[config.mk]
export PLATFORM = sky130hd
export DESIGN_NAME = ysyx_22050710_lsu
export DESIGN_NICKNAME = d
export VERILOG_FILES = /design/src/rtl/ysyx_22050710_pkg.sv /design/src/rtl/ysyx_22050710_lsu_align.sv /design/src/rtl/ysyx_22050710_lsu.sv
export SDC_FILE = /design/constraint.sdc
export NUM_CORES = 1
export LEC_CHECK = 0
export CORE_MARGIN = 3
export CORE_UTILIZATION = 49
export DETAILED_ROUTE_END_ITERATION = 7
export PLACE_DENSITY = 0.95
export SYNTH_ARGS = -nofsm -noshare
export SYNTH_HDL_FRONTEND = slang
export SYNTH_SLANG_ARGS = --single-unit
[constraint.sdc]
create_clock -name i_clk -period 5.65 [get_ports i_clk]
set_input_delay 1.695 -clock i_clk [delete_from_list [all_inputs] [get_ports i_clk]]
set_output_delay 1.695 -clock i_clk [all_outputs]
set_load 0.1 [all_outputs]
[src/rtl/ysyx_22050710_pkg.sv]
// Shared LSU definitions: MemOP size/extension codes, FSM state encoding and
// the size-to-byte-mask helper used by the lane aligner.
package ysyx_22050710_pkg;

    localparam logic [2:0] LB  = 3'b000;
    localparam logic [2:0] LBU = 3'b001;
    localparam logic [2:0] LH  = 3'b010;
    localparam logic [2:0] LHU = 3'b011;
    localparam logic [2:0] LW  = 3'b100;
    localparam logic [2:0] LWU = 3'b101;
    localparam logic [2:0] LD  = 3'b110;

    typedef enum logic [1:0] {
        StIdle,
        StReq,
        StWaitResp,
        StDone
    } lsu_state_e;

    // Byte-enable pattern for the access size, before shifting to the lane.
    function automatic logic [7:0] size_mask(input logic [2:0] memop);
        logic [7:0] mask;
        case (memop[2:1])
            2'b00:   mask = 8'h01;
            2'b01:   mask = 8'h03;
            2'b10:   mask = 8'h0F;
            default: mask = 8'hFF;
        endcase
        return mask;
    endfunction

endpackage

[src/rtl/ysyx_22050710_lsu_align.sv]
// Byte-lane aligner: shifts store data/mask to the lane, flags misaligned or
// illegal accesses and right-aligns and extends load data. Purely combinational.
module ysyx_22050710_lsu_align
    import ysyx_22050710_pkg::*;
(
    input  logic [2:0]  i_memop,
    input  logic [2:0]  i_off,
    input  logic [63:0] i_wdata,
    input  logic [63:0] i_rdata,
    output logic [7:0]  o_wmask,
    output logic [63:0] o_wdata,
    output logic        o_misalign,
    output logic [63:0] o_rdata
);

    logic [5:0]  w_shamt;
    logic [63:0] w_rshift;

    assign w_shamt  = {i_off, 3'b000};
    assign o_wmask  = size_mask(i_memop) << i_off;
    assign o_wdata  = i_wdata << w_shamt;
    assign w_rshift = i_rdata >> w_shamt;

    always_comb begin
        o_misalign = 1'b0;
        case (i_memop)
            LB, LBU: o_misalign = 1'b0;
            LH, LHU: o_misalign = i_off[0];
            LW, LWU: o_misalign = |i_off[1:0];
            LD:      o_misalign = |i_off;
            default: o_misalign = 1'b1;
        endcase
    end

    always_comb begin
        o_rdata = 64'h0;
        case (i_memop)
            LB:      o_rdata = {{56{w_rshift[7]}}, w_rshift[7:0]};
            LBU:     o_rdata = {56'h0, w_rshift[7:0]};
            LH:      o_rdata = {{48{w_rshift[15]}}, w_rshift[15:0]};
            LHU:     o_rdata = {48'h0, w_rshift[15:0]};
            LW:      o_rdata = {{32{w_rshift[31]}}, w_rshift[31:0]};
            LWU:     o_rdata = {32'h0, w_rshift[31:0]};
            LD:      o_rdata = w_rshift;
            default: o_rdata = 64'h0;
        endcase
    end

endmodule

[src/rtl/ysyx_22050710_lsu.sv]
// Multi-cycle load/store unit: accepts one op per handshake, drives a valid/ready
// data-memory port and returns extended load data with a registered completion.
module ysyx_22050710_lsu
    import ysyx_22050710_pkg::*;
#(
    parameter int unsigned ADDR_W      = 64,
    parameter int unsigned TIMEOUT_CYC = 0
) (
    input  logic              i_clk,
    input  logic              i_rst_n,
    input  logic              i_valid,
    output logic              o_ready,
    input  logic [ADDR_W-1:0] i_addr,
    input  logic [63:0]       i_wdata,
    input  logic [2:0]        i_MemOP,
    input  logic              i_MemWr,
    input  logic              i_MemRd,
    output logic              o_mem_req_valid,
    input  logic              i_mem_req_ready,
    output logic [ADDR_W-1:0] o_mem_addr,
    output logic              o_mem_wen,
    output logic [63:0]       o_mem_wdata,
    output logic [7:0]        o_mem_wmask,
    input  logic              i_mem_resp_valid,
    input  logic [63:0]       i_mem_rdata,
    output logic              o_valid,
    input  logic              i_wb_ready,
    output logic [63:0]       o_rdata,
    output logic              o_err
);

    lsu_state_e        r_state;
    logic [2:0]        r_memop;
    logic [2:0]        r_off;
    logic              r_is_load;
    logic [31:0]       r_cnt;
    logic              r_mem_req_valid;
    logic [ADDR_W-1:0] r_mem_addr;
    logic              r_mem_wen;
    logic [63:0]       r_mem_wdata;
    logic [7:0]        r_mem_wmask;
    logic              r_valid;
    logic [63:0]       r_rdata;
    logic              r_err;

    logic              w_idle;
    logic [2:0]        w_memop;
    logic [2:0]        w_off;
    logic [7:0]        w_wmask;
    logic [63:0]       w_wdata;
    logic              w_misalign;
    logic [63:0]       w_rdata_ext;
    logic              w_noop;
    logic              w_bad;
    logic              w_issue_store;
    logic [31:0]       w_cnt_nxt;
    logic              w_timeout;

    assign w_idle = (r_state == StIdle);

    // The aligner checks the incoming op while idle and extends for the captured op later.
    assign w_memop = w_idle ? i_MemOP : r_memop;
    assign w_off   = w_idle ? i_addr[2:0] : r_off;

    ysyx_22050710_lsu_align u_align (
        .i_memop    (w_memop),
        .i_off      (w_off),
        .i_wdata    (i_wdata),
        .i_rdata    (i_mem_rdata),
        .o_wmask    (w_wmask),
        .o_wdata    (w_wdata),
        .o_misalign (w_misalign),
        .o_rdata    (w_rdata_ext)
    );

    assign w_noop        = ~i_MemRd & ~i_MemWr;
    assign w_bad         = (i_MemRd & i_MemWr) | w_misalign;
    assign w_issue_store = i_MemWr & ~w_noop & ~w_bad;
    assign w_cnt_nxt     = r_cnt + 32'd1;
    assign w_timeout     = (TIMEOUT_CYC != 0) && (w_cnt_nxt == TIMEOUT_CYC);

    always_ff @(posedge i_clk or negedge i_rst_n) begin
        if (!i_rst_n) begin
            r_state         <= StIdle;
            r_memop         <= 3'b000;
            r_off           <= 3'b000;
            r_is_load       <= 1'b0;
            r_cnt           <= 32'd0;
            r_mem_req_valid <= 1'b0;
            r_mem_addr      <= '0;
            r_mem_wen       <= 1'b0;
            r_mem_wdata     <= 64'h0;
            r_mem_wmask     <= 8'h00;
            r_valid         <= 1'b0;
            r_rdata         <= 64'h0;
            r_err           <= 1'b0;
        end else begin
            case (r_state)
                StIdle: begin
                    if (i_valid) begin
                        r_memop     <= i_MemOP;
                        r_off       <= i_addr[2:0];
                        r_is_load   <= i_MemRd;
                        r_rdata     <= 64'h0;
                        r_err       <= 1'b0;
                        r_mem_addr  <= {i_addr[ADDR_W-1:3], 3'b000};
                        r_mem_wen   <= w_issue_store;
                        r_mem_wdata <= w_issue_store ? w_wdata : 64'h0;
                        r_mem_wmask <= w_issue_store ? w_wmask : 8'h00;
                        if (w_noop) begin
                            r_valid <= 1'b1;
                            r_state <= StDone;
                        end else if (w_bad) begin
                            r_valid <= 1'b1;
                            r_err   <= 1'b1;
                            r_state <= StDone;
                        end else begin
                            r_mem_req_valid <= 1'b1;
                            r_state         <= StReq;
                        end
                    end
                end
                StReq: begin
                    if (i_mem_req_ready) begin
                        r_mem_req_valid <= 1'b0;
                        r_cnt           <= 32'd0;
                        r_state         <= StWaitResp;
                    end
                end
                StWaitResp: begin
                    r_cnt <= w_cnt_nxt;
                    if (i_mem_resp_valid) begin
                        r_rdata <= r_is_load ? w_rdata_ext : 64'h0;
                        r_valid <= 1'b1;
                        r_state <= StDone;
                    end else if (w_timeout) begin
                        r_err   <= 1'b1;
                        r_valid <= 1'b1;
                        r_state <= StDone;
                    end
                end
                StDone: begin
                    if (i_wb_ready) begin
                        r_valid <= 1'b0;
                        r_cnt   <= 32'd0;
                        r_state <= StIdle;
                    end
                end
                default: r_state <= StIdle;
            endcase
        end
    end

    assign o_ready         = w_idle;
    assign o_mem_req_valid = r_mem_req_valid;
    assign o_mem_addr      = r_mem_addr;
    assign o_mem_wen       = r_mem_wen;
    assign o_mem_wdata     = r_mem_wdata;
    assign o_mem_wmask     = r_mem_wmask;
    assign o_valid         = r_valid;
    assign o_rdata         = r_rdata;
    assign o_err           = r_err;

endmodule

==> impl_results.md, run 1 <==
* Status: finished clean
* CTS clock-pin slew for the worst setup and hold paths at about 0.07 ns
* Mux contribution to synthesized area at 0.1851
* Clk root buf: clkbuf_16
* XOR/XNOR Fraction of Synth Area at 0.0007630
* Post-synthesis compound-gate area fraction at 0.1844
* Post-synth EDFFs at 0
* Initial core utilization at 0.5024
* Row cnt at 55
* Type of origin of the critical path: primary input
* Total Routed Length at 46710 um
* Hold endpoint: o_mem_wdata[56]
* Worst reg2reg path endpoint: o_mem_wmask[6]
* # resized after CTS at 0
* Max-cap viol count at 0
* Slew @ Worst Pin at approximately 1.1 ns
* Crit path buffers/inverters at 1
* Clk Latency, worst-skew pair at ~0.52 ns
* Die Y-Extent at about 160 um
* DR WL/cell at between 20 and 30 um
* Nets at between 1500 and 2000
* Total clock sinks at 210
* Worst path required time at between 6 and 7 ns
* # DRC at 0
* Cts hold-fix bufs at 0
* Synthesized instance count at about 1200
* Global-route wire length before repair at 70610 um
* Grt total ovfl at 0
* 1st-iter DRT viols at 1650
* Die X at between 150 and 200 um
* Final Setup Violations at 0
* Clock Path Buffers at 3
* Final Max Slew Viols at 0
* Initial antenna violation count at 7
* FMAX at ~230 MHz
* Seq cells post-synth at 210
* Max FO, Critical Path at 24
* Setup TNS Final at 0 ns
* Final RePlAce weighted congestion at 0.9538
* Global Route Usage Sum at 0.3529
* CTS Buf Count at 24
* Sequential-to-total area share from yosys stat at 0.4578
* Ports at between 400 and 500
* Top_reg_cell synth: dfrtp_1
* HP Class: flip-flop to flip-flop
* DP HPWL at around 33000 um
* Synth Area in Simple Gates at 0.1293
* Main combinational cell family by area after synthesis: multiplexers
* Layout Area Growth over Synthesis at 45.06%
* R2R cell count at 10
* RSZ-0062 raised after global routing: false
* Full die area at ~25000 um2
* Adder-Cell Fraction of Synth Area at 0.004360
* Post CTS Setup Buffer Count at 0
* H-Tree Level Count at 1
* Hold path start: o_mem_wdata[56]
* Mapped cell area at 11480 um2
* Slowest-stage cell, CP: a2111o_1
* Post-route ant nets at 0
* FFs w/ async S/R, synth at 1.000
* Vias in the first global route at approximately 12000
* Cell Chain, Critical Path: clkdlybuf4s50_1 -> mux2_2 -> nor2_1 -> a32o_1 -> or2_1 -> a2111o_1 -> o211ai_1
* Worst Setup End Kind: flip-flop
* Reg-to-Reg Start: r_state[1]
* Pin count of the biggest net entering global routing at 145
* Setup crit start: i_addr[2]
* Pre-Repair DR Iteration Count at 6
* Crit path time final at between 4 and 5 ns
* Max Clock Skew at 0.01116 ns
* Hold Fails Final Rpt at 0
* Vias per cell at 6.319
* Final core utilization at 0.7288
* Worst path top cell family by delay: compound AO/OA/AOI/OAI gates
* Core area at ~23000 um2
* CP arrival at between 4 and 5 ns
* Worst R2R Setup Slack at 1.92 ns
* Ys Warns at 0
* Rel. slew slack at 0.2662
* Mean Syn Cell Area at between 9 and 10 um2
* Tcrit/Tclk final at 0.7557
* CP Class: primary input to flip-flop
* Share of post-route cells with drive strength above 1 at 0.1175
* CTS tree: done
* Most common cell after layout, fill and taps aside: clkdlybuf4s50_1
* CP peak stage delay at 0.76 ns
* Cell variety after synth at between 40 and 50
* Port buffer count at between 400 and 500
* Leading cell types in the layout, fill and taps excluded: clkdlybuf4s50_1, nand2_1, dfrtp_1, o21ai_0
* Via count at around 12000
* Min Hold Slack at between 0.4 and 0.5 ns
* Worst hold path stage count at 2
[kinds of logic after synthesis]
group	Yosys count
AO/OA/AOI/OAI	314
XOR/XNOR	1
adder cells (fa/ha/maj)	4
buffers and inverters	101
flip-flops	210
multiplexers	182
other	1
AND/OR/NAND/NOR	359
[final cells by class]
type                            count  area [um2]
Fill cell                        1591        6196
Multi-Input combinational cell    863        5842
Sequential cell                   210        5255
Timing Repair Buffer              427        4259
Clock buffer                       32       681.9
Tap cell                          313       391.6
Clock inverter                     12       187.7
Inverter                            5       18.77
Antenna cell                        6       15.01
[flip-flops by register name (all words and copies together), names as in the netlist]
| signal | cells |
|---|---|
| o_mem_wdata | 64 |
| o_rdata | 64 |
| o_mem_addr | 61 |
| o_mem_wmask | 8 |
| r_memop | 3 |
| r_off | 3 |
| r_state | 2 |
| o_err | 1 |
| o_mem_req_valid | 1 |
| o_mem_wen | 1 |
| o_valid | 1 |
| r_is_load | 1 |
[synthesized netlist by cell type (2+ instances only)]
| library cell | number | area share |
|---|---|---|
| a21boi_0 | 16 | 0.010 |
| a21oi_1 | 41 | 0.018 |
| a221oi_1 | 17 | 0.013 |
| a22o_1 | 31 | 0.024 |
| a22oi_1 | 40 | 0.026 |
| a31oi_1 | 42 | 0.023 |
| a32oi_1 | 9 | 0.0069 |
| and3_1 | 18 | 0.0098 |
| buf_1 | 11 | 0.0036 |
| buf_2 | 18 | 0.0078 |
| buf_4 | 5 | 0.0033 |
| buf_6 | 2 | 0.0020 |
| clkbuf_1 | 60 | 0.020 |
| dfrtp_1 | 210 | 0.46 |
| ha_1 | 4 | 0.0044 |
| inv_1 | 5 | 0.0016 |
| mux2_1 | 2 | 0.0020 |
| mux2_2 | 80 | 0.078 |
| mux2i_1 | 84 | 0.073 |
| mux2i_4 | 2 | 0.0039 |
| mux4_2 | 14 | 0.027 |
| nand2_1 | 242 | 0.079 |
| nand2b_1 | 4 | 0.0022 |
| nand3_1 | 32 | 0.014 |
| nor2_1 | 49 | 0.016 |
| nor3_1 | 3 | 0.0013 |
| nor3b_1 | 2 | 0.0013 |
| o211ai_1 | 7 | 0.0046 |
| o211ai_2 | 10 | 0.011 |
| o21ai_0 | 89 | 0.039 |
| o21bai_1 | 3 | 0.0020 |
| o311ai_0 | 2 | 0.0015 |
| or3_1 | 2 | 0.0011 |
[worst register-to-register path, stage by stage, from the launching register on]
cell	delay [ns]
dfrtp_1	0.41
inv_1	0.12
ha_1	0.18
buf_4	0.36
mux2i_4	0.72
nand3_1	0.24
a31oi_2	0.49
nand2_1	0.44
buf_4	0.35
a21oi_1	0.19
a22o_1	0.17
[metrics by stage]
step | worst slack (ns) | area, um2 | instances
floorplan | 2.099 | 11490 | 1174
global placement | 1.072 | 15770 | 1818
detailed placement | 1.006 | 15770 | 1818
CTS | 1.475 | 16640 | 1862
global route | 1.241 | 16650 | 1867
finish | 1.380 | 16650 | 1868
[worst max path at each step]
stage / to / slack (ns) / cells after the start
global placement: o_rdata[31] / 1.07 / 7
floorplan: o_rdata[21] / 2.10 / 8
detailed placement: o_mem_wmask[7] / 1.01 / 8
global route: o_mem_wmask[6] / 1.24 / 8
finish: o_rdata[17] / 1.38 / 7
CTS: o_rdata[17] / 1.47 / 7
[routing by layer]
layer	GRT usage	vias to the layer above	routed length, um
met5	0	-	46
li1	-	4985	-
met1	0.4648	5748	17120
met2	0.5556	894	21580
met4	0.1317	6	2125
met3	0.1041	170	5841
Power of run 1 is not shown: default switching activity piles up to over one toggle a cycle in this logic, so the estimate is an artifact.
==> run 2, diff against run 1 <==
CORE_UTILIZATION = 46   (was 49)
PLACE_DENSITY = 0.93   (was 0.95)
clock period = 4.2 ns   (was 5.65 ns; I/O delays follow)
==> run 2 against run 1 <==
Effect of this change:
- setup slack got worse by 0.81 ns
- largest cell class unchanged
- flip-flop and latch count unchanged
- die area increased by 6.3%
- design area increased by 0.46%
- register-to-register slack got worse by 1.3 ns
- count of clock-buffer cells in the layout decreased by 2
- utilization decreased by 4.3 points
- critical path depth increased by 2
- first-iteration DRC count decreased by 15%
- global-route usage decreased by 1.6 points
- critical endpoint is now o_rdata[31]
- routed wire length increased by 1.1%
==> impl_results.md, run 2 (synthesized netlist as in run 1, its figures left out) <==
* Status: finished clean
* Reg-to-Reg Start: r_state[0]
* Final RePlAce weighted congestion at about 0.98
* Die X at approximately 160 um
* Hold path start: o_rdata[6]
* Vias per cell at approximately 6.2
* Global-route wire length before repair at about 70000 um
* CTS tree: done
* CP Class: flip-flop to flip-flop
* Setup TNS Final at 0 ns
* Most common cell after layout, fill and taps aside: clkdlybuf4s50_1
* Post CTS Setup Buffer Count at 0
* Full die area at approximately 27000 um2
* # DRC at 0
* Die Y-Extent at 164.0 um
* FMAX at between 200 and 300 MHz
* CTS Buf Count at 24
* Total Routed Length at roughly 47000 um
* Via count at roughly 12000
* Worst R2R Setup Slack at ~0.57 ns
* Nets at roughly 1800
* Final Setup Violations at 0
* Leading cell types in the layout, fill and taps excluded: clkdlybuf4s50_1, nand2_1, dfrtp_1, o21ai_0
* DR WL/cell at 24.95 um
* Rel. slew slack at 0.2772
* Worst Setup End Kind: flip-flop
* Ports at between 400 and 500
* Initial core utilization at 0.4706
* Worst hold path stage count at 2
* H-Tree Level Count at 1
* Total clock sinks at 210
* Port buffer count at a little over 400
* Clk Latency, worst-skew pair at between 0.5 and 0.6 ns
* # fillers at between 1500 and 2000
* Hold endpoint: o_rdata[6]
* Pre-Repair DR Iteration Count at 6
* 1st-iter DRT viols at roughly 1400
* Share of post-route cells with drive strength above 1 at 0.1525
* Grt total ovfl at 0
* Worst reg2reg path endpoint: o_rdata[31]
* Register Area at approximately 5300 um2
* CTS clock-pin slew for the worst setup and hold paths at ~0.060 ns
* Post-route ant nets at 0
* Crit path time final at 3.625 ns
* Row cnt at 57
* HP Class: flip-flop to flip-flop
* Layout Area Growth over Synthesis at 45.73%
* Global Route Usage Sum at 0.3366
* Multi-input gate area at between 5000 and 6000 um2
* Clk root buf: clkbuf_16
* DP HPWL at around 34000 um
* Clock Path Buffers at 3
* Vias in the first global route at roughly 12000
* Core area at 24390 um2
* Slew @ Worst Pin at 1.081 ns
* Max Clock Skew at a little over 0.008 ns
* RSZ-0062 raised after global routing: false
* # resized after CTS at 0
* CP arrival at 3.96 ns
* Pin count of the biggest net entering global routing at roughly 150
* Hold Fails Final Rpt at 0
* Worst path required time at about 4.5 ns
* Cts hold-fix bufs at 0
* Initial antenna violation count at 2
* Type of origin of the critical path: flip-flop
* Max-cap viol count at 0
* Tcrit/Tclk final at 0.8632
* Final Max Slew Viols at 0
* R2R cell count at 9
* Max FO, Critical Path at 16
run 2: through the flow:
step	hold WS, ns	instance area (um2)	worst slack (ns)	cells	util
6_report	0.4829	16730	0.5746	1892	0.6858
5_1_grt	0.5044	16730	0.3728	1892	0.6858
4_1_cts	0.4836	16720	0.6456	1891	0.6857
3_5_place_dp	0.4701	15860	0.1620	1847	0.6503
3_3_place_gp	0.4597	15860	0.2382	1847	0.6503
2_1_floorplan	0.4495	11490	0.7367	1174	-
run 2: critical path, stage by stage (launching register included):
cell      delay [ns]
dfrtp_1         0.41
inv_1           0.11
ha_1            0.70
buf_4           0.33
mux2_2          0.42
nor2_1          0.16
a32o_1          0.20
or2_1           0.15
a2111o_1        0.69
o311ai_0        0.27
run 2: worst max-delay path by stage:
stage	from	to	slack, ns	cells after the start
after global routing	r_state[0]	o_rdata[31]	0.37	9
after global placement	i_addr[0]	o_rdata[31]	0.24	7
after CTS	r_state[0]	o_rdata[31]	0.65	9
after floorplan	r_state[0]	o_rdata[21]	0.74	11
after detailed placement	i_addr[0]	o_rdata[31]	0.16	7
final	r_state[0]	o_rdata[31]	0.57	9
run 2: area by class of cell:
type | count | area share
repair buffers | 445 | 0.2591
clock buffers | 30 | 0.04092
clock inverters | 14 | 0.01077
multi-input cells | 863 | 0.3495
diodes | 1 | 0.0001496
inverters | 5 | 0.001122
well taps | 324 | 0.02424
flip-flops and latches | 210 | 0.3142
run 2: routing by layer:
layer,vias to the layer above,wire length (um),GRT usage
li1,5023,-,-
met1,5717,18160,0.4516
met2,740,21730,0.5230
met3,156,5171,0.09155
met4,2,2120,0.1276
met5,-,20,0
Power of run 2 is left out for the same reason.
